===== src/rtl/ins_fetch_if.sv =====
// Bundle between the fetch sequencer and its control unit / instruction memory.
// The slave modport is the fetch unit; master is the control-unit and memory side.
interface ins_fetch_if #(
    parameter int AW = 4,
    parameter int DW = 8
);
    logic          fetch_req;
    logic          pc_load;
    logic [AW-1:0] pc_new;
    logic [AW-1:0] mem_addr;
    logic          mem_rd;
    logic [DW-1:0] mem_data;
    logic [DW-1:0] ins_reg;
    logic          loadIR;
    logic          busy;
    logic [AW-1:0] pc;
    logic          fault;

    modport slave (
        input  fetch_req, pc_load, pc_new, mem_data,
        output mem_addr, mem_rd, ins_reg, loadIR, busy, pc, fault
    );

    modport master (
        output fetch_req, pc_load, pc_new, mem_data,
        input  mem_addr, mem_rd, ins_reg, loadIR, busy, pc, fault
    );
endinterface


===== src/rtl/ins_fetch.sv =====
// Instruction fetch sequencer: owns the PC, reads instruction memory and strobes loadIR.
// Define PC_WRAP_HALT_EN to make a PC increment past the top address a sticky fault.
module ins_fetch #(
    parameter int AW      = 4,
    parameter int DW      = 8,
    parameter int MEM_LAT = 1
) (
    input  logic      clk,
    input  logic      rst_n,
    ins_fetch_if.slave bus
);
    localparam int CW = $clog2(MEM_LAT + 1);

    typedef enum logic [1:0] {IDLE, REQ, WAIT, LOAD} state_t;

    state_t        state;
    logic [CW-1:0] lat_cnt;
    logic [AW-1:0] pc_q;
    logic [AW-1:0] mem_addr_q;
    logic [AW-1:0] jump_pc;
    logic          jump_pend;
    logic [DW-1:0] ins_q;
    logic          mem_rd_q;
    logic          load_q;
    logic [AW-1:0] next_pc;
    logic          halted;
    logic          stop_at_load;

    // A jump arriving in the LOAD cycle itself is the latest one, so it beats a latched target.
    always_comb begin
        next_pc = pc_q + 1'b1;
        if (bus.pc_load)
            next_pc = bus.pc_new;
        else if (jump_pend)
            next_pc = jump_pc;
    end

`ifdef PC_WRAP_HALT_EN
    logic fault_q;
    logic wrap_hit;

    assign wrap_hit     = !bus.pc_load && !jump_pend && (pc_q == {AW{1'b1}});
    assign halted       = fault_q;
    assign stop_at_load = fault_q | wrap_hit;
    assign bus.fault    = fault_q;

    // Sticky until software jumps somewhere sane from IDLE.
    always_ff @(posedge clk or negedge rst_n) begin
        if (!rst_n)
            fault_q <= 1'b0;
        else if (state == LOAD && wrap_hit)
            fault_q <= 1'b1;
        else if (state == IDLE && bus.pc_load)
            fault_q <= 1'b0;
    end
`else
    assign halted       = 1'b0;
    assign stop_at_load = 1'b0;
    assign bus.fault    = 1'b0;
`endif

    // Main sequencer: IDLE -> REQ -> WAIT (MEM_LAT cycles) -> LOAD, chaining straight to REQ.
    always_ff @(posedge clk or negedge rst_n) begin
        if (!rst_n) begin
            state      <= IDLE;
            lat_cnt    <= '0;
            pc_q       <= '0;
            mem_addr_q <= '0;
            jump_pc    <= '0;
            jump_pend  <= 1'b0;
            ins_q      <= '0;
            mem_rd_q   <= 1'b0;
            load_q     <= 1'b0;
        end else begin
            mem_rd_q <= 1'b0;
            load_q   <= 1'b0;
            case (state)
                IDLE: begin
                    if (bus.pc_load)
                        pc_q <= bus.pc_new;
                    if (bus.fetch_req && !halted) begin
                        mem_addr_q <= bus.pc_load ? bus.pc_new : pc_q;
                        mem_rd_q   <= 1'b1;
                        state      <= REQ;
                    end
                end
                REQ: begin
                    if (bus.pc_load) begin
                        jump_pc   <= bus.pc_new;
                        jump_pend <= 1'b1;
                    end
                    lat_cnt <= CW'(MEM_LAT);
                    state   <= WAIT;
                end
                WAIT: begin
                    if (bus.pc_load) begin
                        jump_pc   <= bus.pc_new;
                        jump_pend <= 1'b1;
                    end
                    if (lat_cnt == CW'(1)) begin
                        ins_q  <= bus.mem_data;
                        load_q <= 1'b1;
                        state  <= LOAD;
                    end else begin
                        lat_cnt <= lat_cnt - 1'b1;
                    end
                end
                LOAD: begin
                    pc_q      <= next_pc;
                    jump_pend <= 1'b0;
                    if (bus.fetch_req && !stop_at_load) begin
                        mem_addr_q <= next_pc;
                        mem_rd_q   <= 1'b1;
                        state      <= REQ;
                    end else begin
                        state <= IDLE;
                    end
                end
                default: state <= IDLE;
            endcase
        end
    end

    assign bus.mem_addr = mem_addr_q;
    assign bus.mem_rd   = mem_rd_q;
    assign bus.ins_reg  = ins_q;
    assign bus.loadIR   = load_q;
    assign bus.busy     = (state != IDLE);
    assign bus.pc       = pc_q;
endmodule


===== src/flat_wrapper.sv =====
// flat-port wrapper written by rule: the top's interface ports become plain ports
module ins_fetch_flat 
#(
    parameter int AW      = 4,
    parameter int DW      = 8,
    parameter int MEM_LAT = 1
)
  (clk, rst_n, bus_fetch_req, bus_pc_load, bus_pc_new, bus_mem_data, bus_mem_addr, bus_mem_rd, bus_ins_reg, bus_loadIR, bus_busy, bus_pc, bus_fault);
  ins_fetch_if #(.AW(AW), .DW(DW)) bus_i ();
  input  logic clk;
  input  logic rst_n;
  input wire logic [$bits(bus_i.fetch_req)-1:0] bus_fetch_req;
  input wire logic [$bits(bus_i.pc_load)-1:0] bus_pc_load;
  input wire logic [$bits(bus_i.pc_new)-1:0] bus_pc_new;
  input wire logic [$bits(bus_i.mem_data)-1:0] bus_mem_data;
  output wire logic [$bits(bus_i.mem_addr)-1:0] bus_mem_addr;
  output wire logic [$bits(bus_i.mem_rd)-1:0] bus_mem_rd;
  output wire logic [$bits(bus_i.ins_reg)-1:0] bus_ins_reg;
  output wire logic [$bits(bus_i.loadIR)-1:0] bus_loadIR;
  output wire logic [$bits(bus_i.busy)-1:0] bus_busy;
  output wire logic [$bits(bus_i.pc)-1:0] bus_pc;
  output wire logic [$bits(bus_i.fault)-1:0] bus_fault;
  assign bus_i.fetch_req = bus_fetch_req;
  assign bus_i.pc_load = bus_pc_load;
  assign bus_i.pc_new = bus_pc_new;
  assign bus_i.mem_data = bus_mem_data;
  assign bus_mem_addr = bus_i.mem_addr;
  assign bus_mem_rd = bus_i.mem_rd;
  assign bus_ins_reg = bus_i.ins_reg;
  assign bus_loadIR = bus_i.loadIR;
  assign bus_busy = bus_i.busy;
  assign bus_pc = bus_i.pc;
  assign bus_fault = bus_i.fault;
  ins_fetch #(.AW(AW), .DW(DW), .MEM_LAT(MEM_LAT)) u_core (.clk(clk), .rst_n(rst_n), .bus(bus_i));
endmodule

===== config.mk =====
export PLATFORM = sky130hd
export DESIGN_NAME = ins_fetch_flat
export DESIGN_NICKNAME = d
export VERILOG_FILES = /design/src/rtl/ins_fetch_if.sv /design/src/rtl/ins_fetch.sv /design/src/flat_wrapper.sv
export SDC_FILE = /design/constraint.sdc
export NUM_CORES = 1
export LEC_CHECK = 0
export CORE_MARGIN = 2
export CORE_UTILIZATION = 45
export DETAILED_ROUTE_END_ITERATION = 10
export PLACE_DENSITY = 0.77
export SLEW_MARGIN = 20
export SYNTH_ARGS = -nofsm -noshare
export SYNTH_HDL_FRONTEND = slang
export SYNTH_SLANG_ARGS = --single-unit

===== constraint.sdc =====
create_clock -name clk -period 2.7 [get_ports clk]
set_input_delay 0.54 -clock clk [delete_from_list [all_inputs] [get_ports clk]]
set_output_delay 0.54 -clock clk [all_outputs]
set_load 0.05 [all_outputs]

==> results.cfg <==
[status]
run_status = finished, final reports clean

[floorplan]
floorplan.core_area_mm2 = 0.00254
placement_row_count = 18
dieWidth_um = 56.4
ioPinCount = 36
initial_utilization_pct = 48.5
die-height_um = 56.4
fp.dieArea_mm2 = 0.00318

[global_route]
overflow = 0
grt.total_usage_pct = 15.4
grt_pass1_wl_um = 3880
grt_pass1_vias = 828
pin_count_of_the_biggest_net_entering_global_routing = 27
initial_antenna_violation_count = 0

[routing]
drcViolationCount = 0
detail_route.wl_per_cell_um = 13.2
routed_via_count = 877
drt-pass1-iter-count = 4
drt-vias-per-instance = 5.07
detail-route-antenna-nets = 0
dr.first_iter.drc_count = 16
route.final.wire_length_um = 2280

[worst_setup_path]
crit_path_end = bus_busy
timing.reg2reg.worst_path_depth = 4
crit_type = flip-flop to primary output
critical_path.startpoint = u_core.state[0]$_DFFE_PN0P_
worstSetupEndpointType = primary output
worst_setup_start_kind = flip-flop
timing.rr.end = u_core.jump_pc[1]$_DFFE_PN0P_
cp_data_required_time_ps = 2160
crit_arrival_ps = 1970
worstReg2RegStart = u_core.state[0]$_DFFE_PN0P_
setup.reg_to_reg.worst_slack_ps = 1130
crit_path_max_fanout = 4

[sta]
final.setup_skew_ps = 6.68
tightest_slew_ps = 512
maxSlewHeadroom_pct = 65.8
hold_viol = 0
fmax_mhz = 398
period_share_pct = 93.1
final_max_slew_viol_count = 0
rsz0062_at_grt = false
report.final.setup_viol = 0
period_minus_slack_ps = 2510
fin_setup_tns_ps = 0
setup_ws_ps = 186

[logic_synthesis]
asyncSetResetFlopFracSynth_pct = 100
synth_most_common_cell = sky130_fd_sc_hd__dfrtp_1
synth.yosys.warnings = 0
synth_common_cells = sky130_fd_sc_hd__dfrtp_1 (26), sky130_fd_sc_hd__nand2_1 (10), sky130_fd_sc_hd__mux2_2 (8), sky130_fd_sc_hd__o21ai_1 (8), sky130_fd_sc_hd__nor2_1 (7)
synth.ff_latch_count = 26
yosys.area.top_type_share_pct = 52.7
syn-cell-area_mm2 = 0.00123
synthesis.nets = 127
synth.mux.area_fraction_pct = 14.3
area_fraction_in_and_or_nand_and_nor_cells_after_synthesis_pct = 9.22
yosysUniqueCellTypes = 29
synth-seq-area-share_pct = 52.7
synthesis.area_per_instance_um2 = 11.5
synth_edf_count = 0
synth_top_family_by_area = multiplexers
adder_cell_share_of_the_synthesized_area_pct = 4.05
synthTopCellsByArea = sky130_fd_sc_hd__dfrtp_1 (53%), sky130_fd_sc_hd__mux2_2 (7.3%), sky130_fd_sc_hd__mux2_4 (6.1%)
synth_cells = 107
synth_compound_area_share_pct = 14.2
most_used_dff_post_synth = sky130_fd_sc_hd__dfrtp_1
yosys.area_share.xor_xnor_pct = 0.709
synth_top_cell_by_area = sky130_fd_sc_hd__dfrtp_1

[placement]
dpl.cell_count = 169
pre_cts_slack_ps = 562
place_congestion = 0.814
dpl.hpwl_um = 1810
numPortBuffers = 34
placed_cell_area_mm2 = 0.00159

[final_layout]
total_of_fill_cells_in_the_finished_design = 200
final-instance-count-excl-fill = 173
fin_area_mm2 = 0.00164
area_delta_synth_final_pct = 33.0
layout-drive-gt1-share_pct = 17.5
flip_flop_count_of_the_largest_register_after_layout = 8
nets = 164
antennaDiodeCount = 0

[min_path]
hold_path_startpoint = u_core.lat_cnt$_DFFE_PN0P_
hold_path.class = flip-flop to flip-flop

[clock_network]
h-tree-depth = 1
cts_tree = built
post_cts.resized_instances = 0
cts-hold-fix-buffers = 0
clock_tree.buffer_depth = 2
clock_insertion_delay_at_the_later_pin_of_the_skew_report_ps = 320
post_cts_buffers = 0
cts_root_buffer = sky130_fd_sc_hd__clkbuf_4
cts_inserted_buffers = 3
clkSlewWorstSetupHoldPaths_ps = 140
clock-sinks = 26

[job]
maxCapViolations = 0
[cell families after synthesis]
logic type,after synthesis
AO/OA/AOI/OAI,27
XOR/XNOR,1
adder cells (fa/ha/maj),4
buffers and inverters,10
flip-flops,26
multiplexers,14
other,1
AND/OR/NAND/NOR,24
[layout by cell type (no fill, tap or decap), types with 3 or more instances in the layout]
cell type / n
sky130_fd_sc_hd__a21oi_1: 5
sky130_fd_sc_hd__clkbuf_4: 3
sky130_fd_sc_hd__clkdlybuf4s50_1: 34
sky130_fd_sc_hd__dfrtp_1: 26
sky130_fd_sc_hd__ha_1: 4
sky130_fd_sc_hd__inv_1: 6
sky130_fd_sc_hd__mux2_2: 8
sky130_fd_sc_hd__mux2_4: 5
sky130_fd_sc_hd__nand2_1: 10
sky130_fd_sc_hd__nor2_1: 7
sky130_fd_sc_hd__o21ai_0: 4
sky130_fd_sc_hd__o21ai_1: 8
[per-layer routing]
layer	up-vias	routed length (µm)	GRT usage [%]
met5	-	0	0
met4	0	0	2.04
met3	0	88	5.07
met2	12	1180	24.9
met1	424	1010	20.7
li1	441	-	-
[area by class of cell]
cell class	count	area [µm²]	share of cell area (%)
timing repair buffer	35	348	21.2
sequential	26	651	39.6
multi-input combinational	71	528	32.1
clock inverter	1	30.0	1.83
clock buffer	3	22.5	1.37
inverter	7	26.3	1.60
tap	30	37.5	2.28
[worst min path at each step]
stage                                               endpoint  cells after the start
after floorplan            u_core.bus.ins_reg[0]$_DFFE_PN0P_                      0
final                             u_core.lat_cnt$_DFFE_PN0P_                      1
after global placement            u_core.lat_cnt$_DFFE_PN0P_                      1
after global routing      u_core.bus.mem_addr[2]$_DFFE_PN0P_                      2
after detailed placement          u_core.lat_cnt$_DFFE_PN0P_                      1
after CTS                         u_core.lat_cnt$_DFFE_PN0P_                      1
[worst max-delay path, cell delays in order (launching register included)]
cell,delay (ps)
sky130_fd_sc_hd__dfrtp_1,410
sky130_fd_sc_hd__inv_1,100
sky130_fd_sc_hd__ha_1,230
sky130_fd_sc_hd__inv_1,110
sky130_fd_sc_hd__clkdlybuf4s50_1,810
[stage by stage]
stage,utilization [%],hold WS (ps)
3_5_place_dp,62.5,468
4_1_cts,64.6,502
2_1_floorplan,-,244
5_1_grt,64.6,527
3_3_place_gp,62.5,470
6_report,64.6,501
Power is left out: the tool's default activity adds up to more than one toggle a clock period on the data nets, which glitch-free logic cannot reach.
